[src/rtl/mul_issue_ctrl.sv]
// mul_issue_ctrl: issues RV32M multiply requests to an iterative 32x32 multiplier and
// returns the selected product word, with a one-entry product cache and a zero fast path.
module mul_issue_ctrl #(
    parameter int TIMEOUT_CYCLES = 64,
    parameter bit CACHE_EN       = 1'b1
) (
    input  logic        clk,
    input  logic        rst,
    input  logic        req_valid,
    output logic        req_ready,
    input  logic [2:0]  req_funct3,
    input  logic [31:0] req_op_a,
    input  logic [31:0] req_op_b,
    input  logic [4:0]  req_rd,
    input  logic        flush,
    output logic [31:0] mul_rs1,
    output logic [31:0] mul_rs2,
    output logic        mul_rs1_signed,
    output logic        mul_rs2_signed,
    output logic        mul_start,
    input  logic [63:0] mul_result,
    input  logic        mul_valid,
    input  logic        mul_busy,
    output logic        resp_valid,
    input  logic        resp_ready,
    output logic [31:0] resp_data,
    output logic [4:0]  resp_rd,
    output logic        resp_err
);

    typedef enum logic [2:0] {
        S_IDLE, S_START, S_WAIT_BUSY, S_WAIT_DONE, S_RESP, S_DRAIN
    } state_t;

    localparam int CNT_W = $clog2(TIMEOUT_CYCLES + 1);

    state_t           state, state_nxt;
    logic [CNT_W-1:0] tmo_cnt;
    logic             busy_seen;
    logic             is_mul_q;

    logic             c_vld;
    logic [31:0]      c_a, c_b;
    logic             c_sa, c_sb;
    logic [63:0]      c_prod;

    logic req_is_mul, req_rs1_s, req_rs2_s, req_illegal, req_zero, req_hit, req_fast;
    logic accept, mul_done, tmo_hit;

    function automatic logic [31:0] sel_word(input logic [63:0] prod, input logic is_mul);
        return is_mul ? prod[31:0] : prod[63:32];
    endfunction

    always_comb begin
        req_is_mul  = (req_funct3 == 3'b000);
        req_rs1_s   = (req_funct3[1:0] != 2'b11);
        req_rs2_s   = ~req_funct3[1];
        req_illegal = req_funct3[2];
        req_zero    = (req_op_a == 32'd0) || (req_op_b == 32'd0);
        // The low product word is the same for any signedness, so MUL ignores it on a hit.
        req_hit     = CACHE_EN && c_vld && (req_op_a == c_a) && (req_op_b == c_b)
                      && (req_is_mul || ((req_rs1_s == c_sa) && (req_rs2_s == c_sb)));
        req_fast    = req_illegal || req_zero || req_hit;
        accept      = (state == S_IDLE) && req_valid && !flush;
        mul_done    = mul_valid && !mul_busy;
        tmo_hit     = (tmo_cnt >= CNT_W'(TIMEOUT_CYCLES - 1));
    end

    always_ff @(posedge clk) begin
        if (!rst) state <= S_IDLE;
        else      state <= state_nxt;
    end

    always_comb begin
        state_nxt = state;
        case (state)
            S_IDLE: begin
                if (accept) state_nxt = req_fast ? S_RESP : S_START;
            end
            S_START: begin
                state_nxt = flush ? S_DRAIN : S_WAIT_BUSY;
            end
            S_WAIT_BUSY: begin
                // A stale mul_valid from the previous op is ignored until busy is seen.
                if (flush)         state_nxt = S_DRAIN;
                else if (mul_busy) state_nxt = S_WAIT_DONE;
                else if (tmo_hit)  state_nxt = S_RESP;
            end
            S_WAIT_DONE: begin
                if (mul_done)     state_nxt = flush ? S_IDLE : S_RESP;
                else if (flush)   state_nxt = S_DRAIN;
                else if (tmo_hit) state_nxt = S_RESP;
            end
            S_RESP: begin
                if (flush || resp_ready) state_nxt = S_IDLE;
            end
            S_DRAIN: begin
                if ((busy_seen && mul_done) || tmo_hit) state_nxt = S_IDLE;
            end
            default: state_nxt = S_IDLE;
        endcase
    end

    always_comb begin
        req_ready  = rst && (state == S_IDLE);
        mul_start  = (state == S_START);
        resp_valid = (state == S_RESP);
    end

    always_ff @(posedge clk) begin
        if (!rst) begin
            tmo_cnt        <= '0;
            busy_seen      <= 1'b0;
            is_mul_q       <= 1'b0;
            mul_rs1        <= 32'd0;
            mul_rs2        <= 32'd0;
            mul_rs1_signed <= 1'b0;
            mul_rs2_signed <= 1'b0;
            resp_data      <= 32'd0;
            resp_rd        <= 5'd0;
            resp_err       <= 1'b0;
            c_vld          <= 1'b0;
            c_a            <= 32'd0;
            c_b            <= 32'd0;
            c_sa           <= 1'b0;
            c_sb           <= 1'b0;
            c_prod         <= 64'd0;
        end else begin
            if (state == S_WAIT_BUSY || state == S_WAIT_DONE || state == S_DRAIN)
                tmo_cnt <= tmo_cnt + CNT_W'(1);
            else
                tmo_cnt <= '0;

            if (state == S_IDLE) busy_seen <= 1'b0;
            else if (mul_busy)   busy_seen <= 1'b1;

            if (accept) begin
                resp_rd  <= req_rd;
                is_mul_q <= req_is_mul;
                if (req_illegal) begin
                    resp_data <= 32'd0;
                    resp_err  <= 1'b1;
                end else if (req_zero) begin
                    resp_data <= 32'd0;
                    resp_err  <= 1'b0;
                end else if (req_hit) begin
                    resp_data <= sel_word(c_prod, req_is_mul);
                    resp_err  <= 1'b0;
                end else begin
                    // Operands stay here untouched until the next START, covering DRAIN too.
                    mul_rs1        <= req_op_a;
                    mul_rs2        <= req_op_b;
                    mul_rs1_signed <= req_rs1_s;
                    mul_rs2_signed <= req_rs2_s;
                end
            end

            if (state == S_WAIT_DONE && mul_done && !flush) begin
                resp_data <= sel_word(mul_result, is_mul_q);
                resp_err  <= 1'b0;
                if (CACHE_EN) begin
                    c_vld  <= 1'b1;
                    c_a    <= mul_rs1;
                    c_b    <= mul_rs2;
                    c_sa   <= mul_rs1_signed;
                    c_sb   <= mul_rs2_signed;
                    c_prod <= mul_result;
                end
            end else if ((state == S_WAIT_BUSY || state == S_WAIT_DONE) && state_nxt == S_RESP) begin
                resp_data <= 32'd0;
                resp_err  <= 1'b1;
            end

            if (flush) c_vld <= 1'b0;
        end
    end

endmodule

[config.mk]
export PLATFORM = sky130hd
export DESIGN_NAME = mul_issue_ctrl
export DESIGN_NICKNAME = d
export VERILOG_FILES = /design/src/rtl/mul_issue_ctrl.sv
export SDC_FILE = /design/constraint.sdc
export NUM_CORES = 1
export LEC_CHECK = 0
export ABC_AREA = 1
export CAP_MARGIN = 20
export CORE_MARGIN = 8
export CORE_UTILIZATION = 25
export CTS_CLUSTER_DIAMETER = 150
export DETAILED_ROUTE_END_ITERATION = 8
export RECOVER_POWER = 25
export SLEW_MARGIN = 40
export SYNTH_ARGS = -nofsm -noshare
export SYNTH_HDL_FRONTEND = slang
export SYNTH_SLANG_ARGS = --single-unit
[constraint.sdc]
create_clock -name clk -period 2.8 [get_ports clk]
set_clock_uncertainty 0.1 [all_clocks]
set_input_delay 0.56 -clock clk [delete_from_list [all_inputs] [get_ports clk]]
set_output_delay 0.56 -clock clk [all_outputs]
set_load 0.03 [all_outputs]
==> out/results.md, run 1 <==
| Item | Reported |
|:---|:---|
| Status | complete, no violations |
| Critical path startpoint category | primary input |
| Setup TNS | 0 ps |
| Layout Nets | 2051 |
| Vertical extent of the die | 229 µm |
| Worst path setup slack after routing | 134 ps |
| Horiz. Die Dim | 229 µm |
| Worst Hold End | tmo_cnt[0] |
| Flops & latches, synth | 247 |
| Vias per inst | 4.56 |
| Total standard cell area after synthesis | 11300 µm² |
| Area of the core region | 45100 µm² |
| Crit path max fanout | 72 |
| Detailed Routing Iterations Pass 1 | 5 |
| Static power due to leakage | 6.48 nW |
| Cell count after placement | 2475 |
| Cell area after layout | 15900 µm² |
| Peak Freq | 375 MHz |
| VDD IR max | 496 µV |
| Wire length of the first global-routing pass | 63400 µm |
| Max_cap viols | 0 |
| Synthesized netlist cell count | 1647 |
| Total of buffers placed on input and output ports | 249 |
| CTS root buffer | sky130_fd_sc_hd__clkbuf_16 |
| Total grt overflow | 0 |
| DRC viols | 0 |
| Worst slew margin | 0.352 |
| Clock tree from TritonCTS | built |
| Post-synth net total | 1791 |
| Initial Utilization | 0.251 |
| Least-Margin Pin Slew | 972 ps |
| Hold Crit Start | tmo_cnt[0] |
| Ports placed on the boundary | 250 |
| Length in cells of the worst reg-to-reg path | 15 |
| Non-filler instance count after layout | 2530 |
| Classification of the worst-slack hold path | reg -> reg |
| Maximum clock path buffer count | 3 |
| Postcts setup bufs | 0 |
| CTS clk-pin slew, worst paths | 60 ps |
| Startpoint of the worst register-to-register path | c_a[24] |
| PwrDens | 558 nW/µm² |
| Remaining antenna violation count | 0 |
| Placement-stage worst setup slack | -460 ps |
| Yosys cell types | 30 |
| Clock network latency to the later pin of the worst-skew pair | 550 ps |
| Number of antenna violations at the first check in global routing | 3 |
| Share of the clock period used by the worst path | 0.952 |
| Setup Crit Path Kind | in -> reg |
| Number of H-tree levels | 1 |
| Share of the yosys chip area belonging to registers | 0.436 |
| Overall fraction of global-route tracks in use | 0.148 |
| Global-route met3 utilization | 0.0385 |
| Total number of vias | 11500 |
| Arrival time of the worst setup path | 2990 ps |
| Endpoint class of the critical path | register |
| Total of warnings raised by yosys | 0 |
| Data required time at the worst endpoint | 3120 ps |
| Setup slack of the worst register-to-register path | 300 ps |
| Average cell area after synthesis | 6.88 µm² |
| Placer's final routability congestion estimate | 0.870 |
| Dpl hpwl | 29200 µm |
| Number of placement rows | 78 |
| Highest-utilization routing layer at the global route stage | met2 |
| Final Hold Viols | 0 |
| Post-layout minimum cycle time | 2670 ps |
| Maximum number of pins on one net before global-route repair | 234 |
| Share of the core filled with cells in the final layout | 0.352 |
| Number of sinks driven by the clock tree | 247 |
| Met1 layer usage reported by global route | 0.192 |
| Hold Path Stages | 1 |
| Vias in the first global route | 11200 |
| TritonCTS buffer count | 29 |
| Max Slew Vio Count | 0 |
| Area after detailed placement | 14900 µm² |
| Setup Viol. Count Final | 0 |
| GR Layer Usage met2 | 0.242 |
| Area delta synth->final | 40.2% |
| Wire length per cell | 16.2 µm |
| Die area | 52400 µm² |
| FILL cells | 4764 |
| Reg2Reg Capture Point | mul_rs1[25] |
| Initial DRC count | 842 |
| Share of post-route cells with drive strength above 1 | 0.0954 |
| Total Routed Length | 40900 µm |
## worst max path at each step
stage               slack (ps)  cells past startpoint          start             to
finish                     130                     16   req_op_a[24]    mul_rs1[25]
global route               -20                     16    req_op_b[4]     mul_rs1[9]
CTS                         10                      3       state[2]     resp_valid
detailed placement        -460                     17   req_op_a[24]  resp_data[13]
global placement          -460                     16  req_funct3[0]  resp_data[21]
floorplan                  130                      4            rst      req_ready
## cell usage after synthesis
cell type | n | area, µm²
sky130_fd_sc_hd__inv_1 | 142 | 533
sky130_fd_sc_hd__o21ai_1 | 14 | 70.1
sky130_fd_sc_hd__nor3_1 | 7 | 35.0
sky130_fd_sc_hd__a21oi_1 | 167 | 836
sky130_fd_sc_hd__clkbuf_1 | 68 | 255
sky130_fd_sc_hd__nand2_1 | 338 | 1270
sky130_fd_sc_hd__mux2_2 | 31 | 349
sky130_fd_sc_hd__dfxtp_1 | 247 | 4940
sky130_fd_sc_hd__a21oi_2 | 1 | 8.76
sky130_fd_sc_hd__buf_2 | 20 | 100
sky130_fd_sc_hd__or2_1 | 3 | 18.8
sky130_fd_sc_hd__inv_2 | 18 | 67.6
sky130_fd_sc_hd__clkinv_1 | 1 | 3.75
sky130_fd_sc_hd__ha_1 | 1 | 12.5
sky130_fd_sc_hd__buf_6 | 6 | 67.6
sky130_fd_sc_hd__nor4_1 | 4 | 25.0
sky130_fd_sc_hd__or2_2 | 1 | 6.26
sky130_fd_sc_hd__nor2_1 | 251 | 942
sky130_fd_sc_hd__buf_4 | 1 | 7.51
sky130_fd_sc_hd__nand4_1 | 5 | 31.3
sky130_fd_sc_hd__nand3_2 | 2 | 20.0
sky130_fd_sc_hd__xor2_1 | 2 | 17.5
sky130_fd_sc_hd__nand3b_1 | 32 | 240
sky130_fd_sc_hd__o21ai_0 | 242 | 1210
sky130_fd_sc_hd__xnor2_1 | 13 | 114
sky130_fd_sc_hd__nor3b_1 | 1 | 7.51
sky130_fd_sc_hd__a31oi_1 | 2 | 12.5
sky130_fd_sc_hd__nor2_2 | 1 | 6.26
sky130_fd_sc_hd__nand3_1 | 21 | 105
sky130_fd_sc_hd__buf_1 | 5 | 18.8
## worst max-delay path, cell delays in order
cell	delay (ps)
sky130_fd_sc_hd__clkdlybuf4s50_1	500
sky130_fd_sc_hd__inv_2	40
sky130_fd_sc_hd__nand2_1	50
sky130_fd_sc_hd__nand2_1	120
sky130_fd_sc_hd__nor2_1	280
sky130_fd_sc_hd__nand2_1	100
sky130_fd_sc_hd__nor2_1	100
sky130_fd_sc_hd__nand2_1	70
sky130_fd_sc_hd__nor2_1	160
sky130_fd_sc_hd__nand3_2	140
sky130_fd_sc_hd__nand3_2	120
sky130_fd_sc_hd__buf_4	160
sky130_fd_sc_hd__inv_2	60
sky130_fd_sc_hd__buf_12	190
sky130_fd_sc_hd__o21ai_0	210
sky130_fd_sc_hd__a21oi_1	60
## area by class of cell
cell class / instances / area, µm² / area share
clock buffers: 47 / 913 / 0.0575
repair buffers: 329 / 3220 / 0.203
inverters: 161 / 606 / 0.0381
flip-flops and latches: 247 / 4950 / 0.311
clock inverters: 6 / 82.6 / 0.00520
multi-input cells: 1139 / 5370 / 0.338
well taps: 600 / 751 / 0.0472
diodes: 1 / 2.50 / 0.000157
## repair_timing
item | 4_1_cts | 5_1_grt
hold buffers | 0 | 0
setup endpoints to repair | 0 | 26
gates resized for setup | 0 | 5
hold endpoints to repair | 0 | 0
## logic make-up after synthesis
group,share of synthesized area
flip-flops,0.436
multiplexers,0.0308
buffers and inverters,0.0929
adder cells (fa/ha/maj),0.00110
XOR/XNOR,0.0116
AND/OR/NAND/NOR,0.239
AO/OA/AOI/OAI,0.189
## power by group
part	switching (W)	leakage, nW	total [W]	internal (W)
clock	0.00152	0.491	0.00391	0.00239
sequential	0.0000668	2.00	0.00368	0.00361
combinational	0.000694	3.99	0.00128	0.000586
## metrics by stage
stage                     total power (W)  hold slack (ps)
final                             0.00887              347
after global routing              0.00922              369
after CTS                         0.00896              352
after detailed placement          0.00503              344
after global placement            0.00503              330
after floorplan                   0.00435              318
## cell usage in the layout, fill, tap and decap left out, drive strengths merged, types with 23 or more instances in the layout
| master | instances |
|---|---|
| inv | 159 |
| nand3b | 32 |
| o21ai | 256 |
| nand3 | 23 |
| clkbuf | 51 |
| dfxtp | 247 |
| mux2 | 31 |
| nand2 | 338 |
| a21oi | 168 |
| nor2 | 252 |
| clkdlybuf4s50 | 244 |
| buf | 78 |
## per-layer routing
| layer | part of all wire | wire [µm] |
|---|---|---|
| met1 | 0.46 | 18700 |
| met2 | 0.45 | 18400 |
| met3 | 0.068 | 2800 |
| met4 | 0.025 | 1000 |
| met5 | 0.00066 | 27 |
## state kept, by name (all words and copies together), names as in the netlist
| name | count |
|---|---|
| busy_seen | 1 |
| c_vld | 1 |
| c_sa | 1 |
| c_prod | 64 |
| mul_rs2 | 32 |
| resp_err | 1 |
| c_b | 32 |
| c_sb | 1 |
| mul_rs1 | 32 |
| tmo_cnt | 7 |
| resp_rd | 5 |
| is_mul_q | 1 |
| mul_rs1_signed | 1 |
| state | 3 |
| c_a | 32 |
| mul_rs2_signed | 1 |
| resp_data | 32 |
(Power assumes the default switching activity.)
==> run 2: changes to the inputs <==
--- a/config.mk
+++ b/config.mk
@@ -6,8 +6,9 @@
 export NUM_CORES = 1
 export LEC_CHECK = 0
 export ABC_AREA = 1
-export CAP_MARGIN = 20
-export CORE_MARGIN = 8
+export ABC_CLOCK_PERIOD_IN_PS = 2800
+export CAP_MARGIN = 0
+export CORE_MARGIN = 2
 export CORE_UTILIZATION = 25
 export CTS_CLUSTER_DIAMETER = 150
 export DETAILED_ROUTE_END_ITERATION = 8
==> run 2 against run 1 <==
Effect of this change: power increased by 2.0%; sequential cell count is the same; critical path depth decreased by 13; register-to-register slack improved by 60 ps; worst hold slack improved by 6.5 ps; final cell count did not move; worst setup slack got worse by 21 ps; critical path type is now reg -> out; largest cell class unchanged.
==> out/results.md, run 2 (synthesis results as in run 1) <==
| Item | Reported | vs previous |
|:---|:---|:---|
| Status | complete, no violations | unchanged |
| Total buffers and inverters traversed by the critical path | 2 | was 5 |
| Crit path max fanout | 5 | was 72 |
| Setup Crit Path Kind | reg -> out | was in -> reg |
| Area delta synth->final | 40.5% | was 40.2% |
| Worst slew margin | 0.329 | was 0.352 |
| Maximum number of pins on one net before global-route repair | 234 | unchanged |
| Die area | 47100 µm² | was 52400 µm² |
| Clock tree from TritonCTS | built | unchanged |
| Number of placement rows | 78 | unchanged |
| Postcts setup bufs | 0 | unchanged |
| Largest stage delay on the critical path | 770 ps | was 500 ps |
| Horiz. Die Dim | 217 µm | was 229 µm |
| VDD IR max | 487 µV | was 496 µV |
| Setup Viol. Count Final | 0 | unchanged |
| Classification of the worst-slack hold path | reg -> reg | unchanged |
| Peak Freq | 372 MHz | was 375 MHz |
| Highest-count cells in the layout ignoring fill and taps | 337 x sky130_fd_sc_hd__nand2_1, 251 x sky130_fd_sc_hd__nor2_1, 246 x sky130_fd_sc_hd__dfxtp_1 | was 337 x sky130_fd_sc_hd__nand2_1, 252 x sky130_fd_sc_hd__nor2_1, 246 x sky130_fd_sc_hd__dfxtp_1 |
| Critical path startpoint category | register | was primary input |
| Maximum clock path buffer count | 3 | unchanged |
| TritonCTS buffer count | 29 | unchanged |
| Data required time at the worst endpoint | 2140 ps | was 3120 ps |
| WL met2 | 18100 µm | was 18400 µm |
| Overall fraction of global-route tracks in use | 0.161 | was 0.148 |
| CTS hold repair buffers | 0 | unchanged |
| Cell chain of the critical path | inv_1 > nor3_1 > clkdlybuf4s50_1 | was clkdlybuf4s50_1 > inv_2 > nand2_1 > nand2_1 > nor2_1 > nand2_1 > nor2_1 > nand2_1 > nor2_1 > nand3_2 > nand3_2 > buf_4 > inv_2 > buf_12 > o21ai_0 > a21oi_1 |
| Highest routed layer | met4 | was met5 |
| Setup slack of the worst register-to-register path | 360 ps | was 300 ps |
| CTS clk-pin slew, worst paths | 60 ps | about the same |
| Initial DRC count | 827 | was 842 |
| Non-filler instance count after layout | 2530 | unchanged |
| Hold Path Stages | 2 | was 1 |
| Cell at the slowest stage of the critical path | sky130_fd_sc_hd__clkdlybuf4s50_1 | unchanged |
| Remaining antenna violation count | 0 | unchanged |
| Number of H-tree levels | 1 | unchanged |
| Max_cap viols | 0 | unchanged |
| Dpl hpwl | 27700 µm | was 29200 µm |
| Total number of vias | 11400 | was 11500 |
| Reg with most FFs | c_prod | unchanged |
| Length in cells of the worst reg-to-reg path | 15 | unchanged |
| Total number of cells along the worst setup path | 3 | was 16 |
| Placer's final routability congestion estimate | 0.874 | was 0.870 |
| Total grt overflow | 0 | unchanged |
| Met1 Routed Length | 17500 µm | was 18700 µm |
| Total Routed Length | 39100 µm | was 40900 µm |
| Number of antenna violations at the first check in global routing | 2 | was 3 |
| Max FFs per register | 64 | unchanged |
| Layout Nets | 2051 | unchanged |
| Commonest non-fill, non-tap cell in the layout | sky130_fd_sc_hd__nand2_1 | unchanged |
| CTS root buffer | sky130_fd_sc_hd__clkbuf_16 | unchanged |
| Endpoint class of the critical path | primary output | was register |
| Cell count after placement | 2475 | unchanged |
| Post-layout minimum cycle time | 2690 ps | was 2670 ps |
| Met3 wire len | 2660 µm | was 2800 µm |
| Detailed Routing Iterations Pass 1 | 5 | unchanged |
| Vertical extent of the die | 217 µm | was 229 µm |
| Static power due to leakage | 6.46 nW | was 6.48 nW |
| Share of post-route cells with drive strength above 1 | 0.0970 | was 0.0954 |
| Setup TNS | 0 ps | unchanged |
| Wire length per cell | 15.5 µm | was 16.2 µm |
| Wire length of the first global-routing pass | 60400 µm | was 63400 µm |
| Initial Utilization | 0.251 | unchanged |
| Clock network latency to the later pin of the worst-skew pair | 550 ps | about the same |
| Least-Margin Pin Slew | 1010 ps | was 972 ps |
| Total of buffers placed on input and output ports | 249 | unchanged |
| Number of sinks driven by the clock tree | 247 | unchanged |
| Final Hold Viols | 0 | unchanged |
| Max Slew Vio Count | 0 | unchanged |
| Ports placed on the boundary | 250 | unchanged |
| Post-CTS Resized | 0 | unchanged |
| Vias per inst | 4.52 | was 4.56 |
| DRC viols | 0 | unchanged |
| Share of the clock period used by the worst path | 0.960 | was 0.952 |
| Area of the core region | 45100 µm² | unchanged |
| PwrDens | 568 nW/µm² | was 558 nW/µm² |
| RSZ-0062 raised after global routing | false |  |
| Category of cells accounting for the largest share of critical-path delay | buffers and inverters | was simple AND/OR/NAND/NOR gates |
| Arrival time of the worst setup path | 2030 ps | was 2990 ps |
| Vias in the first global route | 10700 | was 11200 |
[run 2: metal layers]
layer / up-vias / global-route usage
li1: 5804 / -
met1: 5241 / 0.211
met2: 336 / 0.271
met3: 54 / 0.0337
met4: 0 / 0.0393
met5: - / 0
[run 2: power by group]
group	internal [W]	leakage, nW	switching (W)
logic	0.000586	3.95	0.000681
clock network	0.00256	0.513	0.00154
registers	0.00361	2.00	0.0000704
total	0.00675	6.46	0.00229
[run 2: worst reg2reg max path: stages, from the launching register on]
cell                      delay (ps)
sky130_fd_sc_hd__dfxtp_1         320
sky130_fd_sc_hd__xnor2_1         230
sky130_fd_sc_hd__nand2_1         110
sky130_fd_sc_hd__nor2_1          170
sky130_fd_sc_hd__buf_4           150
sky130_fd_sc_hd__nand2_1          40
sky130_fd_sc_hd__nor2_1          190
sky130_fd_sc_hd__nand3_2         170
sky130_fd_sc_hd__nand3_2         110
sky130_fd_sc_hd__nand3_2          80
sky130_fd_sc_hd__buf_12          150
sky130_fd_sc_hd__nand2_1          90
sky130_fd_sc_hd__inv_2            60
sky130_fd_sc_hd__buf_4           190
sky130_fd_sc_hd__nor2_1          130
sky130_fd_sc_hd__nor2_1           50
[run 2: cell type report]
| type | count | area [µm²] |
|---|---|---|
| clock inverter | 12 | 191 |
| clock buffer | 40 | 847 |
| antenna | 2 | 5.00 |
| fill | 4781 | 29200 |
| inverter | 161 | 606 |
| tap | 600 | 751 |
| timing repair buffer | 329 | 3220 |
| sequential | 247 | 4950 |
| multi-input combinational | 1139 | 5360 |
[run 2: path summary, 6_finish.rpt]
path / start / to
min reg2reg: c_prod[55] / c_prod[55]
min: c_prod[55] / c_prod[55]
max reg2reg: c_b[16] / resp_data[23]
max: state[0] / mul_start
[run 2: stage by stage]
| step | util | worst slack [ps] | area, µm² | power (W) | hold WS (ps) |
|---|---|---|---|---|---|
| 2_1_floorplan | - | 130 | 11300 | 0.00435 | 318 |
| 3_3_place_gp | 0.330 | -487 | 14900 | 0.00502 | 328 |
| 3_5_place_dp | 0.330 | -444 | 14900 | 0.00502 | 344 |
| 4_1_cts | 0.353 | 83.4 | 15900 | 0.00914 | 353 |
| 5_1_grt | 0.353 | 0.797 | 15900 | 0.00939 | 360 |
| 6_report | 0.353 | 112 | 15900 | 0.00904 | 354 |
